### src/rtl/capture_ctrl.sv
// Acquisition sequencer: fills the pre-trigger window, arms the trigger logic,
// counts post-trigger samples and reports completion to the command layer.
module capture_ctrl #(
  parameter int ADDR_W = 9
) (
  input  logic              clk,
  input  logic              rst,
  input  logic              start_cap,
  input  logic              stop_cap,
  input  logic [ADDR_W-1:0] trig_pos,
  input  logic              en_sample,
  input  logic              triggered,
  input  logic              clr_done,
  output logic              armed,
  output logic              set_capture_done,
  output logic              capture_done,
  output logic              we,
  output logic [ADDR_W-1:0] waddr,
  output logic [ADDR_W-1:0] trig_addr,
  output logic              busy,
  output logic [2:0]        state_dbg
);

  // Control inputs are single-cycle pulses with no ready/ack: start_cap is
  // taken only in IDLE, stop_cap in any state, and each en_sample strobe
  // produces exactly one write while capturing.

  // Encoding is visible on state_dbg: IDLE=0 PRE=1 ARMED=2 POST=3 DONE=4.
  typedef enum logic [2:0] {IDLE, PRE, ARMED, POST, DONE} state_t;

  localparam logic [ADDR_W-1:0] ONE_A   = {{(ADDR_W-1){1'b0}}, 1'b1};
  localparam logic [ADDR_W:0]   ONE_P   = {{ADDR_W{1'b0}}, 1'b1};
  localparam logic [ADDR_W:0]   DEPTH_P = {1'b1, {ADDR_W{1'b0}}};

  state_t            state;
  logic [ADDR_W-1:0] pos_r;
  logic [ADDR_W-1:0] pre_cnt;
  logic [ADDR_W:0]   post_cnt;
  logic [ADDR_W-1:0] pre_next;
  logic [ADDR_W:0]   post_next;
  logic [ADDR_W:0]   post_target;
  logic              capturing;

  // Post target spans 1..DEPTH so pre + post always fills the whole RAM.
  assign post_target = DEPTH_P - {1'b0, pos_r};
  assign pre_next    = pre_cnt + ONE_A;
  assign post_next   = post_cnt + ONE_P;
  assign capturing   = (state == PRE) || (state == ARMED) || (state == POST);

  assign we               = capturing && en_sample && !stop_cap;
  assign armed            = (state == ARMED) || (state == POST);
  assign busy             = (state != IDLE);
  assign set_capture_done = (state == DONE) && !stop_cap;
  assign state_dbg        = state;

  always_ff @(posedge clk) begin
    if (rst) begin
      state        <= IDLE;
      pos_r        <= '0;
      pre_cnt      <= '0;
      post_cnt     <= '0;
      waddr        <= '0;
      trig_addr    <= '0;
      capture_done <= 1'b0;
    end else begin
      // Set beats clear when both land in the same cycle.
      if (clr_done)         capture_done <= 1'b0;
      if (set_capture_done) capture_done <= 1'b1;

      if (stop_cap) begin
        state <= IDLE;
      end else begin
        case (state)
          IDLE: begin
            if (start_cap) begin
              pos_r        <= trig_pos;
              waddr        <= '0;
              pre_cnt      <= '0;
              capture_done <= 1'b0;
              state        <= (trig_pos != '0) ? PRE : ARMED;
            end
          end
          PRE: begin
            if (we) begin
              waddr   <= waddr + ONE_A;
              pre_cnt <= pre_next;
              if (pre_next == pos_r) state <= ARMED;
            end
          end
          ARMED: begin
            if (we) waddr <= waddr + ONE_A;
            if (triggered) begin
              trig_addr <= waddr;
              post_cnt  <= we ? ONE_P : '0;
              // Only pos_r = DEPTH-1 can finish on the trigger write itself.
              state     <= (we && (post_target == ONE_P)) ? DONE : POST;
            end
          end
          POST: begin
            if (we) begin
              waddr    <= waddr + ONE_A;
              post_cnt <= post_next;
              if (post_next == post_target) state <= DONE;
            end
          end
          DONE:    state <= IDLE;
          default: state <= IDLE;
        endcase
      end
    end
  end

endmodule

### config.mk
export PLATFORM = sky130hd
export DESIGN_NAME = capture_ctrl
export DESIGN_NICKNAME = d
export VERILOG_FILES = /design/src/rtl/capture_ctrl.sv
export SDC_FILE = /design/constraint.sdc
export NUM_CORES = 1
export LEC_CHECK = 0
export BUFFER_PORTS_ARGS = -buffer_cell sky130_fd_sc_hd__buf_2
export CORE_MARGIN = 5
export CORE_UTILIZATION = 55
export CTS_CLUSTER_DIAMETER = 50
export DETAILED_ROUTE_END_ITERATION = 16
export GPL_ROUTABILITY_DRIVEN = 0
export GPL_TIMING_DRIVEN = 0
export PLACE_DENSITY = 0.77
export REMOVE_ABC_BUFFERS = 1
export SKIP_CTS_REPAIR_TIMING = 1
export SLEW_MARGIN = 20
export SYNTH_ARGS = -nofsm -noshare
export SYNTH_HDL_FRONTEND = slang
export SYNTH_SLANG_ARGS = --single-unit
### constraint.sdc
create_clock -name clk -period 2.9 [get_ports clk]
set_clock_uncertainty 0.15 [all_clocks]
set_input_delay 0.58 -clock clk [delete_from_list [all_inputs] [get_ports clk]]
set_output_delay 0.58 -clock clk [all_outputs]
set_load 0.02 [all_outputs]
Word level (Yosys, flattened, before mapping). Index checks and enable logic that the tools add are counted.

Output and inout port bits: 26. Register bits: 50. Logic and storage cells: 71. Input bits: 16.

Reductions and logical operators: 22. Bitwise operators: 1. Muxes and demuxes: 23. Add/subtract/negate cells: 4. Eq/ne operators: 14.

Operators by type and width (number): $pmux 9 s2 (2); $mux 9 (3); $mux 3 (7); $mux 10 (2); $pmux 10 s2 (1); $add 9x1->9 const B (2); $pmux 3 s4 (1); $reduce_and 4->1 (3); $add 10x1->10 const B (1); $eq 10x1->1 const B (1); $eq 10x10->1 (1); $sub 10x9->10 const A (1); $eq 9x9->1 (1); $reduce_bool 9->1 (1); $ne 2x2->1 const B (4); $eq 3x2->1 const B (2); $mux 1 (6); $ne 2x1->1 const B (3); $reduce_and 3->1 (2); $reduce_and 6->1 (1); $reduce_bool 2->1 (3); $logic_and 1x1->1 (4); $eq 3x1->1 const B (1); $eq 3x3->1 const B (1); other kinds (8) (10).

Depth between registers and ports, before layout.
Depth after elaboration: 9. Gate-level depth with buffers: 8.

Worst setup path before layout. No wires, ideal clock.

Kind: input to register. Start: in stop_cap. End: reg state[0], in the netlist state_dbg[0]. Setup time: 0.117 ns. Cell stages on the path: 6. Arrival time: 2.232 ns. Slack: 0.401 ns. Path through: or2_2 > or4_1 > a2111oi_2 > a21oi_1 > o2bb2ai_1 > a22o_1.

Cells in the longest elaborated chain, start to end: 6.

Ends and longest elaborated chain: start: declaration (line 9) `input logic stop_cap,`; $logic_not 1->1 (line 50) `assign we = capturing && en_sample && !stop_cap;`; $logic_and 1x1->1 (line 50); $logic_and 1x1->1 (line 96) `state <= (we && (post_target == ONE_P)) ? DONE : POST;`; $mux 3 (line 96); $mux 3 (line 92) `if (triggered) begin`; $pmux 3 s4 (line 73) `case (state)`; end signal: assignment (line 80) `state <= (trig_pos != '0) ? PRE : ARMED;`; end signal: assignment (line 96); end: declaration (line 35) `state_t state;`.

Parallel ways exist; a longest one is shown, timed or not. The select of a mux whose other input is x is not followed. A chain may end at the register's enable or synchronous reset.

Worst setup path after layout.
Start: reg post_cnt[0]. End: reg state[0], in the netlist state_dbg[0].

Cells in the longest elaborated chain, start to end: 4.

Ends and longest elaborated chain: start: declaration (line 38) `logic [ADDR_W:0] post_cnt;`; start signal: assignment (line 94) `post_cnt <= we ? ONE_P : '0;`; start signal: assignment (line 102) `post_cnt <= post_next;`; $add 10x1->10 (line 47) `assign post_next = post_cnt + ONE_P;`; $eq 10x10->1 (line 103) `if (post_next == post_target) state <= DONE;`; $ne 2x1->1 (no source line); $reduce_and 6->1 (no source line).

Every way passes these cells.

==> flow_summary.json <==
{
  "status": "finished clean",
  "synthCells": 370,
  "grt_pass1_vias": 2526,
  "ys.flop_type": "dfxtp_1",
  "crit_path_end_kind": "flop",
  "area_growth_pct": 11.5,
  "r2r-end": "state_dbg[0]$_SDFFE_PP0P_",
  "min_to": "trig_addr[6]$_SDFFE_PP0P_",
  "fin_crit_ns": 2.70,
  "hpwl_mm": 5.00,
  "worst_slew_pin_slew_ns": 1.05,
  "netlist_area_um2": 3030,
  "cts-root-buf": "clkbuf_8",
  "synth-seq-area-share": 0.330,
  "drive_above_1_share": 0.180,
  "finalMaxSlewViolations": 0,
  "drt.antenna.violating_nets": 0,
  "rsz0062_at_grt": "false",
  "clk_latency_ns": 0.31,
  "grt_max_degree": 44,
  "rows": 27,
  "max_freq_ghz": 0.370,
  "core_um2": 5440,
  "vias": 2713,
  "period_share": 0.932,
  "crit_type": "flop to flop",
  "cts_buffers": 5,
  "cts_max_level": 2,
  "crit_fanout": 6,
  "grt_pass1_wl_mm": 11.6,
  "hold_depth": 2,
  "maxSlewHeadroom": 0.297,
  "synth_seq_cells": 50,
  "final_common_cell": "nor2_1",
  "clkTransAtPathRegs_ns": 0.10,
  "p_total_w": 0.00141,
  "antenna_found_initial": 0,
  "avgViaCountPerCell": 5.75,
  "grt_usage": 0.195,
  "power_leakage_nw": 1.37,
  "hold_path_class": "flop to flop",
  "routedWlPerCell_um": 14.7,
  "final_util": 0.621,
  "whs_ns": 0.350,
  "finalHoldViolations": 0,
  "min_from": "trig_addr[6]$_SDFFE_PP0P_",
  "startpoint_type": "flop",
  "yosysWarnings": 0,
  "dieArea_um2": 7090,
  "fillCellCount": 487,
  "ioPinCount": 42,
  "async_reset_ff_frac": 0,
  "fin_nets": 420,
  "maxCapViolations": 0,
  "ff2ff_setup_slack_ns": 0.20,
  "cts_tree": "built",
  "synth_edf_count": 0,
  "final_cell_mix": "nor2_1, dfxtp_1, buf_2",
  "r2r_start": "post_cnt[0]$_SDFFE_PP0P_",
  "dieHeight_um": 84.2,
  "routed_wl_mm": 6.95,
  "powerDensity_nw_per_um2": 416,
  "dr.pass1.iters": 4,
  "avgSynthCellArea_um2": 8.19,
  "initial_core_util": 0.557,
  "antenna_cells": 0,
  "port_buffers": 41,
  "r2r_cells": 7,
  "grt_overflow": 0,
  "dr.first_iter.drc_count": 99,
  "ir_drop_uv": 265,
  "setup_viol": 0,
  "die_x_um": 84.2,
  "clock-sinks": 50,
  "cp.required_ns": 2.96,
  "arrival_ns": 2.76,
  "drc_errors": 0,
  "synth_cell_types": 58,
  "clockBufferDepth": 2
}
-- worst max-delay path by stage --
stage | startpoint | endpoint | slack [ns] | cells after the start
after detailed placement | state_dbg[0]$_SDFFE_PP0P_ | pre_cnt[6]$_SDFFE_PP0P_ | -0.09 | 7
after floorplan | state_dbg[0]$_SDFFE_PP0P_ | pre_cnt[6]$_SDFFE_PP0P_ | -0.39 | 6
after CTS | state_dbg[0]$_SDFFE_PP0P_ | pre_cnt[6]$_SDFFE_PP0P_ | -0.12 | 7
final | post_cnt[0]$_SDFFE_PP0P_ | state_dbg[0]$_SDFFE_PP0P_ | 0.20 | 7
after global routing | pos_r[1]$_SDFFE_PP0P_ | state_dbg[0]$_SDFFE_PP0P_ | 0.03 | 7
after global placement | state_dbg[0]$_SDFFE_PP0P_ | pre_cnt[7]$_SDFFE_PP0P_ | -1.41 | 6
-- report_power, final --
| part | internal (W) | leakage (nW) | switching [W] |
|---|---|---|---|
| Sequential | 0.000694 | 0.405 | 0.0000220 |
| Clock | 0.000262 | 0.0587 | 0.000246 |
| Combinational | 0.0000819 | 0.902 | 0.000101 |
| Total | 0.00104 | 1.37 | 0.000369 |
-- critical path, cell delays in order, from the launching register on --
cell and delay [ns]:
dfxtp_1 0.45, ha_1 0.30, nand2_1 0.15, o21a_1 0.22
or3_1 0.36, a211o_1 0.33, a2111o_1 0.44, a22o_1 0.21
-- per-layer routing --
| layer | track usage | vias to the layer above | part of all wire |
|---|---|---|---|
| li1 | - | 1371 | - |
| met5 | 0 | - | 0 |
| met2 | 0.321 | 50 | 0.48 |
| met3 | 0.0461 | 9 | 0.042 |
| met1 | 0.249 | 1283 | 0.46 |
| met4 | 0.0716 | 0 | 0.015 |
-- kinds of logic (layout without fill, tap and decap cells) --
logic type | count (synthesis) | after routing | synth area share
mux | 23 | 23 | 0.0772
compound gates | 66 | 66 | 0.138
fa+ha+maj | 5 | 5 | 0.0207
xor+xnor | 36 | 36 | 0.113
flops | 50 | 50 | 0.330
simple gates | 163 | 163 | 0.283
buf+inv | 27 | 57 | 0.0376
-- final cells by class --
type	instances	area (um2)	share of cell area
flip-flops and latches	50	1010	0.298
repair buffers	42	210	0.0622
clock inverters	3	47.5	0.0141
multi-input cells	293	1930	0.571
well taps	72	90.1	0.0267
inverters	7	26.3	0.00778
clock buffers	5	68.8	0.0204
-- cells in the mapped netlist (2+ instances only) --
master | instances | area share
nor4_1 | 9 | 0.019
a211oi_1 | 2 | 0.0050
nor2b_1 | 5 | 0.010
a21o_1 | 2 | 0.0050
mux2_2 | 3 | 0.011
clkbuf_1 | 14 | 0.017
and3_1 | 2 | 0.0041
and2_1 | 2 | 0.0041
xnor2_1 | 25 | 0.072
or4_1 | 2 | 0.0050
ha_1 | 5 | 0.021
dfxtp_1 | 50 | 0.33
o211ai_1 | 2 | 0.0050
mux2i_1 | 20 | 0.066
nor4b_1 | 3 | 0.0087
buf_2 | 2 | 0.0033
xor2_1 | 9 | 0.026
o21a_1 | 2 | 0.0050
nor2_1 | 54 | 0.067
o21ai_0 | 19 | 0.031
a311oi_1 | 3 | 0.0087
a21oi_1 | 23 | 0.038
or3_1 | 9 | 0.019
or3b_2 | 2 | 0.0058
clkbuf_2 | 2 | 0.0033
inv_1 | 7 | 0.0087
nor3b_1 | 3 | 0.0074
xnor3_1 | 2 | 0.015
or2_2 | 4 | 0.0083
nand4_1 | 8 | 0.017
nand3b_1 | 2 | 0.0050
nand2b_1 | 5 | 0.010
nand2_1 | 25 | 0.031
nand3_1 | 11 | 0.018
nor3_1 | 9 | 0.015
-- state kept, by name, summed over array words and instances, names as in the netlist --
register	count
waddr	9
pos_r	9
capture_done	1
post_cnt	10
trig_addr	9
pre_cnt	9
state_dbg	3
-- per-stage QoR --
stage                     cell area, um2  worst slack, ns  TNS, ns  instances
after floorplan                     2940           -0.393    -2.88        350
after global placement              3240            -1.41   -11.63        463
after detailed placement            3250          -0.0868   -0.378        464
after CTS                           3360           -0.124   -0.705        472
after global routing                3380           0.0312        0        472
final                               3380            0.198        0        472
Note: power is estimated with default switching activity, not from simulation.
